## src/rtl/csr_perf_unit_if.sv

```systemverilog
// csr_perf_unit_if: CSR access bus between the EX stage (master) and csr_perf_unit (slave)
//   csr_valid    - CSR instruction present in EX
//   stall        - EX held; suppresses the write
//   csr_addr     - 12-bit CSR address
//   csr_func3    - instruction funct3
//   csr_rs1_data - forwarded rs1 value
//   csr_zimm     - rs1 field / zero-extended immediate
//   csr_rdata    - old CSR value, combinational
//   csr_illegal  - access is illegal, combinational
interface csr_perf_unit_if #(parameter int XLEN = 32);
  logic            csr_valid;
  logic            stall;
  logic [11:0]     csr_addr;
  logic [2:0]      csr_func3;
  logic [XLEN-1:0] csr_rs1_data;
  logic [4:0]      csr_zimm;
  logic [XLEN-1:0] csr_rdata;
  logic            csr_illegal;
  modport master (output csr_valid, stall, csr_addr, csr_func3, csr_rs1_data, csr_zimm,
                  input  csr_rdata, csr_illegal);
  modport slave  (input  csr_valid, stall, csr_addr, csr_func3, csr_rs1_data, csr_zimm,
                  output csr_rdata, csr_illegal);
endinterface

```

## src/rtl/csr_perf_unit.sv

```systemverilog
// csr_perf_unit: CSR file with scratch registers, cycle/instret/event counters and count inhibit
//   clk, rst_n   - clock, asynchronous active-low reset
//   bus          - csr_perf_unit_if.slave CSR access bus (reads combinational, writes registered)
//   retire_i     - one instruction retired this cycle
//   hpm_event_i  - per-counter event strobes
//   Define CSR_HPM_EN to implement the event counters and their inhibit bits.
module csr_perf_unit #(
  parameter int XLEN        = 32,
  parameter int CNT_W       = 64,
  parameter int NUM_SCRATCH = 4,
  parameter int NUM_HPM     = 4
) (
  input  logic                clk,
  input  logic                rst_n,
  csr_perf_unit_if.slave      bus,
  input  logic                retire_i,
  input  logic [NUM_HPM-1:0]  hpm_event_i
);
  logic [11:0]       a;
  logic [4:0]        idx;
  logic [XLEN-1:0]   src, old, wdata, inh_rd, msc_q, msc_d;
  logic [XLEN-1:0]   scr_q [NUM_SCRATCH];
  logic [XLEN-1:0]   scr_d [NUM_SCRATCH];
  logic [CNT_W-1:0]  cyc_q, cyc_d, ins_q, ins_d, hpm_val, cnt_val;
  logic [2*XLEN-1:0] cnt_ext;
  logic              wen, op_ok, hpm_hit, is_cnt, mapped, illegal, commit, cnt_wr;
  logic              cy_inh_q, cy_inh_d, ir_inh_q, ir_inh_d;
`ifdef CSR_HPM_EN
  logic [CNT_W-1:0]   hpm_q [NUM_HPM];
  logic [CNT_W-1:0]   hpm_d [NUM_HPM];
  logic [NUM_HPM-1:0] hpm_inh_q, hpm_inh_d;
`else
  logic unused_hpm;
  assign unused_hpm = ^hpm_event_i;
`endif
  // A counter write replaces one XLEN half; otherwise one CNT_W-bit add so carries ripple into the high half.
  function automatic logic [CNT_W-1:0] cnt_upd(input logic [CNT_W-1:0] v, input logic wr,
                                               input logic hi, input logic [XLEN-1:0] wd, input logic inc);
    logic [2*XLEN-1:0] ve;
    ve = (2*XLEN)'(v);
    return wr ? CNT_W'(hi ? {wd, ve[XLEN-1:0]} : {ve[2*XLEN-1:XLEN], wd}) : v + CNT_W'(inc);
  endfunction
  assign a       = bus.csr_addr;
  assign idx     = a[4:0];
  assign src     = bus.csr_func3[2] ? XLEN'(bus.csr_zimm) : bus.csr_rs1_data;
  // Set/clear forms with a zero rs1 field are pure reads.
  assign wen     = bus.csr_func3[1:0] == 2'b01 || bus.csr_zimm != 5'd0;
  assign op_ok   = bus.csr_func3[1:0] != 2'b00;
  assign hpm_hit = idx >= 5'd3 && idx < 5'(3 + NUM_HPM);
  assign is_cnt  = (a[11:8] == 4'hB || a[11:8] == 4'hC) && a[6:5] == 2'b00 &&
                   (idx == 5'd0 || idx == 5'd2 || hpm_hit);
`ifdef CSR_HPM_EN
  assign inh_rd  = XLEN'({hpm_inh_q, ir_inh_q, 1'b0, cy_inh_q});
`else
  assign inh_rd  = XLEN'({ir_inh_q, 1'b0, cy_inh_q});
`endif
  always_comb begin
    hpm_val = '0;
`ifdef CSR_HPM_EN
    for (int i = 0; i < NUM_HPM; i++) hpm_val = idx == 5'(3 + i) ? hpm_q[i] : hpm_val;
`endif
  end
  assign cnt_val = idx == 5'd0 ? cyc_q : idx == 5'd2 ? ins_q : hpm_val;
  assign cnt_ext = (2*XLEN)'(cnt_val);
  always_comb begin
    old    = '0;
    mapped = 1'b0;
    if (a == 12'h320) begin
      mapped = 1'b1;
      old    = inh_rd;
    end
    if (a == 12'h340) begin
      mapped = 1'b1;
      old    = msc_q;
    end
    for (int k = 0; k < NUM_SCRATCH; k++)
      if (a == 12'(12'h7C0 + k)) begin
        mapped = 1'b1;
        old    = scr_q[k];
      end
    if (is_cnt) begin
      mapped = 1'b1;
      old    = a[7] ? cnt_ext[2*XLEN-1:XLEN] : cnt_ext[XLEN-1:0];
    end
  end
  assign illegal         = bus.csr_valid && (!mapped || !op_ok || (a[11:10] == 2'b11 && wen));
  assign bus.csr_illegal = illegal;
  assign bus.csr_rdata   = bus.csr_valid && !illegal ? old : '0;
  assign commit          = bus.csr_valid && !bus.stall && !illegal && wen;
  assign cnt_wr          = commit && a[11:8] == 4'hB;
  assign wdata           = bus.csr_func3[1:0] == 2'b01 ? src :
                           bus.csr_func3[1:0] == 2'b10 ? old | src : old & ~src;
  always_comb begin
    msc_d    = commit && a == 12'h340 ? wdata : msc_q;
    for (int k = 0; k < NUM_SCRATCH; k++) scr_d[k] = commit && a == 12'(12'h7C0 + k) ? wdata : scr_q[k];
    cy_inh_d = commit && a == 12'h320 ? wdata[0] : cy_inh_q;
    ir_inh_d = commit && a == 12'h320 ? wdata[2] : ir_inh_q;
    cyc_d    = cnt_upd(cyc_q, cnt_wr && idx == 5'd0, a[7], wdata, !cy_inh_q);
    ins_d    = cnt_upd(ins_q, cnt_wr && idx == 5'd2, a[7], wdata, retire_i && !ir_inh_q);
`ifdef CSR_HPM_EN
    for (int i = 0; i < NUM_HPM; i++) begin
      hpm_inh_d[i] = commit && a == 12'h320 ? wdata[3+i] : hpm_inh_q[i];
      hpm_d[i]     = cnt_upd(hpm_q[i], cnt_wr && idx == 5'(3 + i), a[7], wdata,
                             hpm_event_i[i] && !hpm_inh_q[i]);
    end
`endif
  end
  always_ff @(posedge clk or negedge rst_n)
    if (!rst_n) begin
      msc_q    <= '0;
      scr_q    <= '{default: '0};
      cy_inh_q <= 1'b0;
      ir_inh_q <= 1'b0;
      cyc_q    <= '0;
      ins_q    <= '0;
`ifdef CSR_HPM_EN
      hpm_inh_q <= '0;
      hpm_q     <= '{default: '0};
`endif
    end else begin
      msc_q    <= msc_d;
      scr_q    <= scr_d;
      cy_inh_q <= cy_inh_d;
      ir_inh_q <= ir_inh_d;
      cyc_q    <= cyc_d;
      ins_q    <= ins_d;
`ifdef CSR_HPM_EN
      hpm_inh_q <= hpm_inh_d;
      hpm_q     <= hpm_d;
`endif
    end
endmodule

```

## src/flat_wrapper.sv

```systemverilog
// flat-port wrapper written by rule: the top's interface ports become plain ports
module csr_perf_unit_flat 
#(
  parameter int XLEN        = 32,
  parameter int CNT_W       = 64,
  parameter int NUM_SCRATCH = 4,
  parameter int NUM_HPM     = 4
)
  (clk, rst_n, retire_i, hpm_event_i, bus_csr_valid, bus_stall, bus_csr_addr, bus_csr_func3, bus_csr_rs1_data, bus_csr_zimm, bus_csr_rdata, bus_csr_illegal);
  csr_perf_unit_if #(.XLEN(XLEN)) bus_i ();
  input  logic clk;
  input  logic rst_n;
  input  logic retire_i;
  input  logic [NUM_HPM-1:0] hpm_event_i;
  input wire logic [$bits(bus_i.csr_valid)-1:0] bus_csr_valid;
  input wire logic [$bits(bus_i.stall)-1:0] bus_stall;
  input wire logic [$bits(bus_i.csr_addr)-1:0] bus_csr_addr;
  input wire logic [$bits(bus_i.csr_func3)-1:0] bus_csr_func3;
  input wire logic [$bits(bus_i.csr_rs1_data)-1:0] bus_csr_rs1_data;
  input wire logic [$bits(bus_i.csr_zimm)-1:0] bus_csr_zimm;
  output wire logic [$bits(bus_i.csr_rdata)-1:0] bus_csr_rdata;
  output wire logic [$bits(bus_i.csr_illegal)-1:0] bus_csr_illegal;
  assign bus_i.csr_valid = bus_csr_valid;
  assign bus_i.stall = bus_stall;
  assign bus_i.csr_addr = bus_csr_addr;
  assign bus_i.csr_func3 = bus_csr_func3;
  assign bus_i.csr_rs1_data = bus_csr_rs1_data;
  assign bus_i.csr_zimm = bus_csr_zimm;
  assign bus_csr_rdata = bus_i.csr_rdata;
  assign bus_csr_illegal = bus_i.csr_illegal;
  csr_perf_unit #(.XLEN(XLEN), .CNT_W(CNT_W), .NUM_SCRATCH(NUM_SCRATCH), .NUM_HPM(NUM_HPM)) u_core (.clk(clk), .rst_n(rst_n), .bus(bus_i), .retire_i(retire_i), .hpm_event_i(hpm_event_i));
endmodule
```

## config.mk

```make
export PLATFORM = sky130hd
export DESIGN_NAME = csr_perf_unit_flat
export DESIGN_NICKNAME = d
export VERILOG_FILES = /design/src/rtl/csr_perf_unit_if.sv /design/src/rtl/csr_perf_unit.sv /design/src/flat_wrapper.sv
export SDC_FILE = /design/constraint.sdc
export NUM_CORES = 1
export LEC_CHECK = 0
export BUFFER_PORTS_ARGS = -buffer_cell sky130_fd_sc_hd__clkbuf_2
export CELL_PAD_IN_SITES_DETAIL_PLACEMENT = 1
export CELL_PAD_IN_SITES_GLOBAL_PLACEMENT = 1
export CORE_UTILIZATION = 49
export CTS_BUF_LIST = sky130_fd_sc_hd__clkbuf_8
export CTS_CLUSTER_DIAMETER = 80
export CTS_CLUSTER_SIZE = 28
export DETAILED_ROUTE_END_ITERATION = 10
export PLACE_DENSITY_LB_ADDON = 0.1
export SETUP_SLACK_MARGIN = 0.1
export SYNTH_ARGS = -nofsm -noshare
export SYNTH_HDL_FRONTEND = slang
export SYNTH_SLANG_ARGS = --single-unit
```

## constraint.sdc

```tcl
create_clock -name clk -period 3.5 [get_ports clk]
set_input_delay 0.525 -clock clk [delete_from_list [all_inputs] [get_ports clk]]
set_output_delay 0.525 -clock clk [all_outputs]
set_load 0.02 [all_outputs]
```

After elaboration in Yosys (flattened, before gate mapping)
Cells that the tools add are included.
Operators by class
  $add $sub $neg: 2
  $lt $le $gt $ge: 2
  equality and inequality tests: 16
  mux-type cells: 24
  bitwise logic cells: 3
  reduce and logical (&&, ||, !) cells: 35
Operators by type and width (count)
  32-bit 2-to-1 mux: 11
  64-bit 2-to-1 mux: 5
  64-bit by 1-bit adder with 64-bit output: 2
  12-bit by 11-bit == test with 1-bit output, second input constant: 4
  32-bit AND: 1
  32-bit inverter: 1
  32-bit bitwise OR: 1
  12-bit by 10-bit == test with 1-bit output, second input constant: 2
  1-bit logical AND: 19
  4-bit == test, second input constant: 2
  2-bit inequality test, second input constant: 4
  1-bit 2-to-1 mux: 7
  1-bit zero test: 6
  1-bit logical OR: 6
  5-bit by 2-bit == test with 1-bit output, second input constant: 1
  5-bit by 2-bit >= comparator with 1-bit output, second input constant: 1
  5-bit zero test: 1
  5-bit by 3-bit less-than comparator with 1-bit output, second input constant: 1
  5-bit nonzero test: 1
  2-bit == test, second input constant: 2
  3-bit 2-to-1 mux: 1
  2-bit by 1-bit == test with 1-bit output, second input constant: 1
  2-bit zero test: 1
  2-bit nonzero test: 1
Storage, ports and cells
  flip-flop bits (word level): 290
  input bits: 61
  output and inout port bits: 33
  logic and storage cells: 93

Logic depth before layout (Yosys ltp)
  depth after elaboration: 18
  gate-level depth with buffers: 12
  mapped depth without buffers: 10

Least setup slack after synthesis
OpenSTA, ideal clock, no wires.
  path kind: input-to-output
  from: in bus_csr_addr[2]
  to: out bus_csr_rdata[26]
  arrival: 2.508 ns
  data required time: 2.975 ns
  path slack: 0.467 ns
  stages on the path: 9
  buffers on the path: 3
  cells stage by stage: buf_4 > or4_4 > nor2_8 > buf_12 > buf_12 > mux4_2 > nand2_1 > o31ai_1 > nor2b_1
On the way
  word-level cells in the longest chain between the ends: 15
  elaborated cells on any way between the ends: 37
  classes of those cells: order compare (2); eq/ne (7); mux (17); reduce/logical (11)
Ends and longest elaborated chain
  start, declared: line flat_wrapper.sv:17  | input wire logic [$bits(bus_i.csr_addr)-1:0] bus_csr_addr;
  12-bit by 10-bit == test with 1-bit output: line csr_perf_unit.sv:68  | if (a == 12'h320) begin
  1-bit 2-to-1 mux: line csr_perf_unit.sv:68
  1-bit 2-to-1 mux: line csr_perf_unit.sv:72  | if (a == 12'h340) begin
  1-bit 2-to-1 mux (4 in a row): line csr_perf_unit.sv:77  | if (a == 12'(12'h7C0 + k)) begin
  1-bit 2-to-1 mux: line csr_perf_unit.sv:81  | if (is_cnt) begin
  1-bit zero test: line csr_perf_unit.sv:86  | assign illegal = bus.csr_valid && (!mapped || !op_ok || (a[11:10] == 2'b11 && wen));
  1-bit logical OR (2 in a row): line csr_perf_unit.sv:86
  1-bit logical AND: line csr_perf_unit.sv:86
  1-bit zero test: line csr_perf_unit.sv:88  | assign bus.csr_rdata = bus.csr_valid && !illegal ? old : '0;
  1-bit logical AND: line csr_perf_unit.sv:88
  32-bit 2-to-1 mux (*): line csr_perf_unit.sv:88
  end, declared: line flat_wrapper.sv:21  | output wire logic [$bits(bus_i.csr_rdata)-1:0] bus_csr_rdata;
Every way passes the cells marked *; elsewhere a longest branch is shown, timed or not.

Final worst setup path
  from: in bus_csr_addr[5]
  to: out bus_csr_rdata[30]
The elaborated chain is that of the path after synthesis.

==> impl_metrics.csv <==
group,metric,value,unit
timing,tightest_slew,791.8,ps
timing,drv_slew,0,
final_layout,layout.nets,2220,
yosys,yosysTopAreaCell,"dfrtp_1",
yosys,synth.avg_cell_area,8.727,µm²
worst_setup_path,endpoint_kind,"primary output",
global_routing,grt_pass1_wl,111600,µm
clock_tree,cts_buffers,18,
global_routing,grt_usage,40.37,%
global_routing,grt_max_degree,88,
final_layout,drive_gt1_share,17.77,%
detailed_routing,drt_pass1_iterations,8,
power,pwr-share-seq,56.4,%
power,swShare,29.86,%
worst_setup_path,critPathArrivalTime,2870,ps
timing,timing.fmax,294.2,MHz
clock_tree,clkSinkCount,290,
power,power_switching,1775,µW
worst_setup_path,crit_start,"bus_csr_addr[5]",
clock_tree,clk_path_buf_depth,3,
worst_hold_path,hold_depth,4,
power,p_clk_share,33.1,%
global_routing,antenna_found_initial,0,
timing,whs,450.0,ps
power,total_leakage_power,0.008104,µW
timing,finalCriticalPeriod,3398,ps
detailed_routing,num_vias,18020,
worst_setup_path,worstPathRequired,2970,ps
clock_tree,htreeDepth,1,
worst_setup_path,start_kind,"primary input",
worst_hold_path,worstHoldPathType,"in -> reg",
final_layout,diodes,0,
yosys,yosys_warnings,0,
clock_tree,path_clk_slew,150,ps
timing,finClkSkew,37.18,ps
timing,setup_ws,101.5,ps
worst_hold_path,min-delay-start,"bus_csr_addr[5]",
worst_setup_path,reg2reg_from,"u_core.cy_inh_q",
yosys,synth_area,17790,µm²
yosys,synth_top_area_share,40.80,%
detailed_routing,drt-total-wl,74710,µm
placement,portBuffers,89,
timing,hold_viol_final,0,
yosys,synth_ff_type,"dfrtp_1",
yosys,async_reset_ff_share,100.0,%
die,core_area,35660,µm²
detailed_routing,initialDrtViolationCount,1648,
die,pin_count,94,
yosys,synth.area.top_cells,"dfrtp_1 41%, o21ai_0 6.5%, nand2_1 6.1%, a21oi_1 4.3%, mux4_2 3.4%",
yosys,yosysMostFrequentCell,"dfrtp_1",
final_layout,final_core_util,56.43,%
worst_setup_path,criticalPathCategory,"in -> out",
global_routing,first_global_vias,18120,
yosys,synth-edff-count,0,
power,combPwrFrac,10.5,%
die,start_util,49.88,%
timing,setup_viol,0,
timing,finalSetupTns,0,ps
global_routing,grt_overflow,0,
die,die_width,192.5,µm
detailed_routing,drc_errors,8,
die,num_rows,69,
final_layout,area_growth,13.13,%
worst_setup_path,path_max_fanout,10,
outcome,violations,"design-rule violations",
outcome,status,"finished with violations",
die,die_h,192.5,µm
yosys,synth_cells,2038,
timing,rsz0062_at_grt,"yes",
placement,hpwl,54550,µm
power,power.density,295.4,nW/µm²
detailed_routing,routedWlPerCell,28.44,µm
power,max-vdd-ir-drop,305.8,µV
worst_hold_path,hold_end,"u_core.cy_inh_q",
placement,post_dp_cell_area,19610,µm²
detailed_routing,drtAntennaViolNets,0,
clock_tree,clockRootBuffer,"clkbuf_8",
timing,finalCritPeriodShare,97.10,%
worst_setup_path,reg2reg_to,"u_core.cyc_q[48]",
die,dieArea,37060,µm²
worst_setup_path,reg2regPathDepth,11,
final_layout,design_area,20120,µm²
yosys,synth_common_cells,"290 x dfrtp_1, 289 x nand2_1, 232 x o21ai_0",
yosys,yosysUniqueCellTypes,90,
timing,slew_headroom,46.73,%
placement,place_congestion,1.005,
yosys,syn_nets,2103,
clock_tree,clkLatencyLatePin,610,ps
placement,dp_slack,114.0,ps
worst_setup_path,r2r_setup_slack,410,ps
yosys,synth-seq-cells,290,
clock_tree,cts_tree,"done",
flow_run,cap_violations,0,
yosys,seq_area_frac_synth,40.80,%
power,p_int,4169,µW
detailed_routing,via_per_inst,6.860,
-- layout by cell type (no fill, tap or decap), types with 15 or more instances in the layout --
cell,netlist,routed
buf_4,5,129
o21ai_1,24,24
nand2_1,289,289
mux4_2,27,27
clkbuf_2,1,86
nor2_1,112,110
and4_1,16,16
and3_1,40,40
nor3_1,45,43
o22ai_1,16,16
mux2_2,26,26
a221o_1,18,18
buf_12,2,23
or2_2,15,15
a21oi_1,153,153
clkbuf_8,0,20
nand4_1,50,50
o21ai_0,232,232
a211oi_1,32,32
nand2b_1,29,29
xor2_1,25,25
nor4_1,16,16
inv_1,17,17
dfrtp_1,290,290
nand3_1,109,107
mux2i_1,20,20
o211ai_1,38,38
-- what timing repair did --
action | in CTS | in global routing
endpoints found under the hold margin | 54 | 0
setup buffers | 0 | 1
resized for setup | 0 | 5
hold buffers | 1 | 0
endpoints found under the setup margin | 0 | 8
-- worst max-delay path: stages --
cell,delay (ps)
clkbuf_2,150
or3b_1,540
nor3_1,250
nand2_1,310
buf_4,290
nor2_1,120
a2bb2oi_1,430
nor2_1,70
clkbuf_2,170
-- registers in the layout, summed over array words and instances (netlist names) --
register         cells
u_core.scr_q       128
u_core.ir_inh_q      1
u_core.cy_inh_q      1
u_core.cyc_q        64
u_core.ins_q        64
u_core.msc_q        32
-- power by group through the flow --
stage          clock network (µW)  registers [µW]  logic [µW]
2_1_floorplan                   0            3420         255
3_3_place_gp                    0            3420         589
3_5_place_dp                    0            3420         603
4_1_cts                      1980            3350         607
5_1_grt                      2080            3350         657
6_report                     1970            3350         624
-- final cells by class --
type / count / area, µm²
inverters: 17 / 63.81
fillers: 4249 / 15530
multi-input cells: 1584 / 9853
clock inverters: 11 / 150.1
repair buffers: 244 / 1944
well taps: 461 / 576.8
flip-flops and latches: 290 / 7257
clock buffers: 20 / 275.3
-- how the worst max path moves through the flow --
stage / to / slack [ps] / depth (start not counted)
after floorplan: bus_csr_rdata[26] / 470 / 9
after global placement: bus_csr_rdata[30] / 130 / 8
after detailed placement: bus_csr_rdata[25] / 110 / 8
after CTS: bus_csr_rdata[25] / 110 / 8
after global routing: bus_csr_rdata[0] / 50 / 9
final: bus_csr_rdata[30] / 100 / 9
-- through the flow --
stage | std cells | power, µW
6_report | 2627 | 5945
5_1_grt | 2627 | 6092
4_1_cts | 2624 | 5938
3_5_place_dp | 2592 | 4018
3_3_place_gp | 2592 | 4005
2_1_floorplan | 2038 | 3671
-- routing by layer --
layer	vias up	track usage, %	wire, µm
met2	859	64.79	34660
li1	7777	-	-
met1	9160	53.90	30260
met5	-	0	0
met4	0	18.44	3813
met3	224	5.892	5971
-- kinds of logic (layout without fill, tap and decap cells) --
| logic type | count (synthesis) | count (layout) | synth area share (%) |
|---|---|---|---|
| adder cells (fa/ha/maj) | 4 | 4 | 0.2814 |
| multiplexers | 78 | 78 | 6.929 |
| AO/OA/AOI/OAI | 655 | 655 | 23.19 |
| XOR/XNOR | 39 | 39 | 1.921 |
| buffers and inverters | 164 | 292 | 4.179 |
| flip-flops | 290 | 290 | 40.80 |
| AND/OR/NAND/NOR | 808 | 808 | 22.69 |
Note: power is estimated with default switching activity, not from simulation.
